### src/rtl/psmac_acc.sv
// -----------------------------------------------------------------------------
// psmac_acc -- precision-scalable multiply-accumulate engine
//
// Multiplies LANES byte-lanes of activations (ip) by weights (wt) at a per-beat
// precision: one 8bx8b, two 4bx4b or four 2bx2b products per lane. All products
// of a beat are reduced to one beat sum. Beat sums are accumulated into packets
// closed by in_last. Three pipeline stages:
//   S1 : per-lane sums registered
//   S2 : cross-lane beat sum registered
//   S3 : beat sum added to the running accumulator; a last beat loads acc_out
//
// Parameters
//   LANES  number of 8-bit lanes (>= 1)
//   ACC_W  accumulator / result width
//
// Ports
//   clk, rst_n          clock (rising edge), async active-low reset
//   in_valid/in_ready   input beat handshake (in_ready depends on out_* only)
//   ip, wt              operands, lane i = [8i+7:8i]
//   mode                00 8b, 01 4b, 10 2b, 11 treated as 8b
//   sgn_ip, sgn_wt      sub-fields are two's complement when 1
//   in_last             beat closes the current packet
//   out_valid/out_ready result handshake
//   acc_out             signed packet result
//   ovf                 saturation occurred in this packet
//
// Build option
//   PSMAC_SAT_EN  defined   : each accumulator add clamps to signed ACC_W
//                             range; any clamp in a packet raises ovf
//                 undefined : accumulator wraps modulo 2^ACC_W, ovf tied to 0
// -----------------------------------------------------------------------------
module psmac_acc #(
  parameter int LANES = 4,
  parameter int ACC_W = 32
) (
  input  logic                    clk,
  input  logic                    rst_n,
  input  logic                    in_valid,
  output logic                    in_ready,
  input  logic [8*LANES-1:0]      ip,
  input  logic [8*LANES-1:0]      wt,
  input  logic [1:0]              mode,
  input  logic                    sgn_ip,
  input  logic                    sgn_wt,
  input  logic                    in_last,
  output logic                    out_valid,
  input  logic                    out_ready,
  output logic signed [ACC_W-1:0] acc_out,
  output logic                    ovf
);

  localparam int LW = 18;                               // lane sum width
  localparam int BW = LW + $clog2(LANES);               // beat sum width

  typedef enum logic [1:0] {
    MODE_8B = 2'b00,
    MODE_4B = 2'b01,
    MODE_2B = 2'b10
  } mode_e;

  // Sum of all sub-field products of one lane. Every sub-field is extended to
  // 9 bits so the same signed multiply serves all three precisions.
  function automatic logic signed [LW-1:0] lane_sum(
    input logic [7:0] a,
    input logic [7:0] b,
    input logic [1:0] m,
    input logic       sa,
    input logic       sb
  );
    logic signed [8:0]    ea;
    logic signed [8:0]    eb;
    logic signed [LW-1:0] s;
    s = '0;
    case (m)
      MODE_4B: begin
        for (int k = 0; k < 2; k++) begin
          ea = {{5{sa & a[4*k+3]}}, a[4*k +: 4]};
          eb = {{5{sb & b[4*k+3]}}, b[4*k +: 4]};
          s  = s + LW'(ea) * LW'(eb);
        end
      end
      MODE_2B: begin
        for (int k = 0; k < 4; k++) begin
          ea = {{7{sa & a[2*k+1]}}, a[2*k +: 2]};
          eb = {{7{sb & b[2*k+1]}}, b[2*k +: 2]};
          s  = s + LW'(ea) * LW'(eb);
        end
      end
      default: begin                                    // 8b and reserved 11
        ea = {sa & a[7], a};
        eb = {sb & b[7], b};
        s  = LW'(ea) * LW'(eb);
      end
    endcase
    return s;
  endfunction

  // Global stall: everything advances together or not at all.
  logic en;
  assign en       = !out_valid || out_ready;
  assign in_ready = en;

  // ---------------------------------------------------------------- S1 ------
  logic signed [LW-1:0] lane_d [LANES];
  logic signed [LW-1:0] s1_sum [LANES];
  logic                 s1_valid, s1_last;

  always_comb begin
    for (int i = 0; i < LANES; i++) begin
      lane_d[i] = lane_sum(ip[8*i +: 8], wt[8*i +: 8], mode, sgn_ip, sgn_wt);
    end
  end

  // ---------------------------------------------------------------- S2 ------
  logic signed [BW-1:0] beat_d;
  logic signed [BW-1:0] s2_beat;
  logic                 s2_valid, s2_last;

  // NOTE: combinational blocks assign a default first so no path leaves a
  // variable unassigned, which would otherwise infer a latch.
  always_comb begin
    beat_d = '0;
    for (int i = 0; i < LANES; i++) begin
      beat_d = beat_d + BW'(s1_sum[i]);
    end
  end

  // ---------------------------------------------------------------- S3 ------
  logic signed [ACC_W-1:0] acc;
  logic signed [ACC_W-1:0] acc_next;

`ifdef PSMAC_SAT_EN
  // One guard bit above the wider of accumulator and beat sum makes the raw
  // sum exact, so the range test below is a plain signed compare.
  localparam int SW = ((ACC_W > BW) ? ACC_W : BW) + 1;
  localparam logic signed [SW-1:0] SUM_MAX = {{(SW-ACC_W+1){1'b0}}, {(ACC_W-1){1'b1}}};
  localparam logic signed [SW-1:0] SUM_MIN = {{(SW-ACC_W+1){1'b1}}, {(ACC_W-1){1'b0}}};

  logic signed [SW-1:0] sum_full;
  logic                 clamp;
  logic                 sticky;

  always_comb begin
    sum_full = SW'(acc) + SW'(s2_beat);
    clamp    = 1'b0;
    acc_next = sum_full[ACC_W-1:0];
    if (sum_full > SUM_MAX) begin
      acc_next = {1'b0, {(ACC_W-1){1'b1}}};
      clamp    = 1'b1;
    end else if (sum_full < SUM_MIN) begin
      acc_next = {1'b1, {(ACC_W-1){1'b0}}};
      clamp    = 1'b1;
    end
  end

  // Sticky flag collects clamps of the packet; it reaches ovf with the result
  // and restarts for the next packet on the same edge.
  always_ff @(posedge clk or negedge rst_n) begin
    if (!rst_n) begin
      sticky <= 1'b0;
      ovf    <= 1'b0;
    end else if (en && s2_valid) begin
      if (s2_last) begin
        ovf    <= sticky | clamp;
        sticky <= 1'b0;
      end else begin
        sticky <= sticky | clamp;
      end
    end
  end
`else
  always_comb begin
    acc_next = acc + ACC_W'(s2_beat);                  // wraps modulo 2^ACC_W
  end

  assign ovf = 1'b0;
`endif

  // ------------------------------------------------------- pipeline regs ----
  // NOTE: sequential state uses non-blocking assignments so every register
  // samples the pre-edge values of the others, independent of statement order.
  always_ff @(posedge clk or negedge rst_n) begin
    if (!rst_n) begin
      // NOTE: datapath registers are reset too, not just the valids, so a reset
      // mid-packet leaves no stale partial sums and acc_out reads 0 at once.
      s1_valid  <= 1'b0;
      s1_last   <= 1'b0;
      s1_sum    <= '{default: '0};
      s2_valid  <= 1'b0;
      s2_last   <= 1'b0;
      s2_beat   <= '0;
      acc       <= '0;
      acc_out   <= '0;
      out_valid <= 1'b0;
    end else if (en) begin
      s1_valid  <= in_valid;
      s1_last   <= in_last;
      s1_sum    <= lane_d;
      s2_valid  <= s1_valid;
      s2_last   <= s1_last;
      s2_beat   <= beat_d;
      // en implies any held result is being consumed on this edge, so
      // out_valid only stays high if a new last beat replaces it.
      out_valid <= s2_valid && s2_last;
      if (s2_valid) begin
        if (s2_last) begin
          acc_out <= acc_next;
          acc     <= '0;
        end else begin
          acc     <= acc_next;
        end
      end
    end
  end

endmodule

### config.mk
export PLATFORM = sky130hd
export DESIGN_NAME = psmac_acc
export DESIGN_NICKNAME = d
export VERILOG_FILES = /design/src/rtl/psmac_acc.sv
export SDC_FILE = /design/constraint.sdc
export NUM_CORES = 2
export LEC_CHECK = 0
export CORE_UTILIZATION = 50
export CTS_BUF_LIST = sky130_fd_sc_hd__clkbuf_4 sky130_fd_sc_hd__clkbuf_8
export CTS_CLUSTER_DIAMETER = 100
export CTS_CLUSTER_SIZE = 14
export DETAILED_ROUTE_END_ITERATION = 8
export PLACE_DENSITY = 0.67
export SLEW_MARGIN = 0
export SYNTH_ARGS = -nofsm -noshare
export SYNTH_HDL_FRONTEND = slang
export SYNTH_SLANG_ARGS = --single-unit
### constraint.sdc
create_clock -name clk -period 5 [get_ports clk]
set_clock_uncertainty 0.2 [all_clocks]
set_input_delay 0.75 -clock clk [delete_from_list [all_inputs] [get_ports clk]]
set_output_delay 0.75 -clock clk [all_outputs]
set_load 0.03 [all_outputs]
==> metrics.md <==
| Metric | Value |
|---|---|
| Outcome | complete, but fails checks |
| Failing checks | setup timing |
| Vias per std cell | slightly above 5 |
| Slew @ Worst Pin | just over 1000 ps |
| Via count | about 28k |
| Wire length of the first global-routing pass | around 160 mm |
| Via count of the first global-routing pass | between 30k and 40k |
| Critical path capture point type | flop |
| Root buf cell | clkbuf_8 |
| Required time reported for the critical path endpoint | approximately 5200 ps |
| Routed WL per cell | approximately 17 um |
| Relative max-transition margin | about 32% |
| Ratio of final minimum period to clock period | 113% |
| Nets@finish | roughly 5.7k |
| Antenna violations before repair | 1 |
| Count of yosys warnings during synthesis | 0 |
| Share of post-route cells with drive strength above 1 | about a quarter |
| Crit path max-delay cell type | fa_1 |
| Post-route total power | 30.3 mW |
| Reported leakage power | ~24 nW |
| CTS Buf Count | 17 |
| Final setup viols | 54 |
| Sort of element at the start of the critical path | primary input |
| Setup slack after layout | -652 ps |
| DRC violation total after the first TritonRoute iteration | 1682 |
| TritonCTS clock tree | yes |
| Mean instance size in the synthesized netlist | 9.40 um^2 |
| Floorplan row count | between 90 and 100 |
| Count of max-cap constraint violations | 0 |
| EDFF count, synth | 0 |
| CP cell instances | clkdlybuf4s50_1 > buf_6 > nand2_1 > fa_1 > fa_1 > inv_1 > fa_1 > fa_1 > inv_1 > fa_1 > inv_2 > ha_4 > inv_1 > o21bai_1 > a2111oi_2 > or3_4 > o21ai_4 > a31oi_2 > xnor2_1 > buf_4 > nand2_1 > a31oi_1 |
| Largest net degree at the start of global routing | 97 |
| DR pass1 iterations | 5 |
| Final RePlAce weighted congestion | 0.925 |
| Max VDD drop | roughly 0.0006 V |
| Syn Nets | 4923 |
| Clock transition at the register clock pins on the worst setup and hold paths after CTS | approximately 80 ps |
| Total Die Area | about 72000 um^2 |
| Worst-skew pair later-pin latency | 470 ps |
| Worst R2R Setup Slack | slightly above 900 ps |
| Area of the core | 70100 um^2 |
| N_diodes | 0 |
| Unrepaired setup endpoints after global routing | yes |
| Total length of routed wires | between 90 and 100 mm |
| FILL cells | 5811 |
| Bufs on Longest Clock Path | 2 |
| GRT Residual Overflow | 0 |
| Top FF cell, synth | dfrtp_1 |
| Maximum net fanout on the critical path | 6 |
| Placed standard-cell area | around 43000 um^2 |
| Area delta synth->final | 27.3% |
| Worst endpoint data arrival time | 5850 ps |
| Count of clock tree sinks | around 160 |
| Number of DRC violations after detailed routing | 0 |
| Yosys reg bits | roughly 160 |
| DP Wirelength | slightly below 80 mm |
| PD cells | ~670 nW/um^2 |
| Most frequent CP cell | fa_1 |
| Chip Height | approximately 270 um |
| Final min period | approximately 5700 ps |
| Die extent in x | around 270 um |
| IO Pins | 108 |
| Path class of the lowest-slack min-delay path | in2async |
| Commonest cells after routing, fill and taps aside | 870 x inv_1, 720 x buf_4, 627 x fa_1 |
| Type of the worst setup path | in2reg |
| Maximum single-stage delay on the critical path | 510 ps |
| Top delay family on crit path | adder cells |
| Max Freq | approximately 180 MHz |
| Global-route total usage across every layer | 27.5% |
| Ys async rst share | 100% |
| Number of levels the H-tree was split into | 4 |
| Starting utilization of the core area | 50.7% |
| Sequential share of the synthesized area | 11.3% |
| Final hold violations | 0 |
| Library cells used by synthesis | 66 |
| Layout Cell Area excl Fill | 45300 um^2 |
| Most common cell after layout, fill and taps aside | inv_1 |
| Remaining antenna violation count after routing | 0 |
| Crit path buffers/inverters | 7 |
| Synthesized cell area | between 30000 and 40000 um^2 |
| Number of input and output port buffers inserted | 106 |
| Final slew viol count | 0 |
| Mapped Cells | between 3k and 4k |
-- through the flow --
step	hold slack [ps]	instances	utilization, %	TNS [ps]	setup WS [ps]
floorplan	239	3780	-	-39920	-895
global placement	253	5394	61.4	-87770	-1610
detailed placement	264	5394	61.4	-93120	-1710
CTS	108	5483	64.1	-24890	-592
global route	151	5489	64.5	-37420	-827
finish	104	5489	64.5	-27210	-652
-- power by group --
part | switching (mW) | internal [mW]
sequential | 0.618 | 2.07
combinational | 13.6 | 13.0
clock | 0.496 | 0.468
total | 14.7 | 15.6
-- sequential cells by signal (all words and copies together), names as in the netlist --
name       count
s1_sum        72
acc           32
acc_out       32
s2_beat       20
out_valid      1
s1_last        1
s1_valid       1
s2_last        1
s2_valid       1
-- per-layer routing --
| metal | part of all wire [%] | GRT usage, % | vias to the layer above |
|---|---|---|---|
| met5 | 0.014 | 0 | - |
| met4 | 3.0 | 7.14 | 2 |
| met3 | 4.5 | 2.16 | 158 |
| met2 | 50 | 48.2 | 713 |
| met1 | 42 | 36.7 | 14200 |
| li1 | - | - | 13100 |
-- logic make-up after synthesis --
family,count (synthesis),synth area share (%)
AO/OA/AOI/OAI,483,9.21
AND/OR/NAND/NOR,749,9.91
multiplexers,28,0.873
other,1,0.0106
XOR/XNOR,230,5.67
adder cells (fa/ha/maj),1072,51.8
buffers and inverters,1056,11.2
flip-flops,161,11.3
-- worst register-to-register path: cells and delay by family (launching register included) --
family	cells	cell delay [ps]
adder cells (fa/ha/maj)	4	1420
buffers and inverters	1	80
AO/OA/AOI/OAI	7	1440
flip-flops	1	410
AND/OR/NAND/NOR	2	210
XOR/XNOR	1	200
-- timing repair --
| item | CTS | global route |
|---|---|---|
| gates cloned | 5 | 0 |
| setup endpoints to repair | 64 | 59 |
| hold buffers | 0 | 0 |
| pin swaps | 182 | 85 |
| gates resized for setup | 393 | 69 |
| buffers inserted | 54 | 7 |
-- synthesized netlist by cell type, types with 29 or more instances --
cell | instances | area [um^2]
a21o_1 | 47 | 353
a21oi_1 | 155 | 776
a221oi_1 | 29 | 254
and2_1 | 127 | 795
clkbuf_1 | 133 | 499
dfrtp_1 | 161 | 4030
fa_1 | 668 | 13400
ha_1 | 402 | 5030
inv_1 | 910 | 3420
nand2_1 | 289 | 1080
nor2_1 | 160 | 601
nor2b_1 | 38 | 238
o21ai_0 | 35 | 175
or2_2 | 32 | 200
xnor2_1 | 172 | 1510
xor2_1 | 58 | 508
-- worst paths after layout --
check | startpoint | end | cells after the start
worst max-delay path | ip[25] | s1_sum[16] | 22
worst min-delay path | rst_n | acc_out[8] | 1
worst max register to register | s1_sum[1] | s2_beat[17] | 15
worst min register to register | s1_valid | s1_valid | 2
max in group asynchronous | rst_n | s1_sum[37] | 2
min in group clk | s1_valid | s1_valid | 2
-- final cells by class --
class	instances	area, um^2	share of cell area, %
multi-input cells	2563	29000	64.0
repair buffers	882	7280	16.1
flip-flops and latches	161	4030	8.90
inverters	911	3440	7.60
well taps	940	1180	2.60
clock buffers	22	272	0.600
clock inverters	10	113	0.249
No activity file was read; power rests on OpenSTA's default activity.
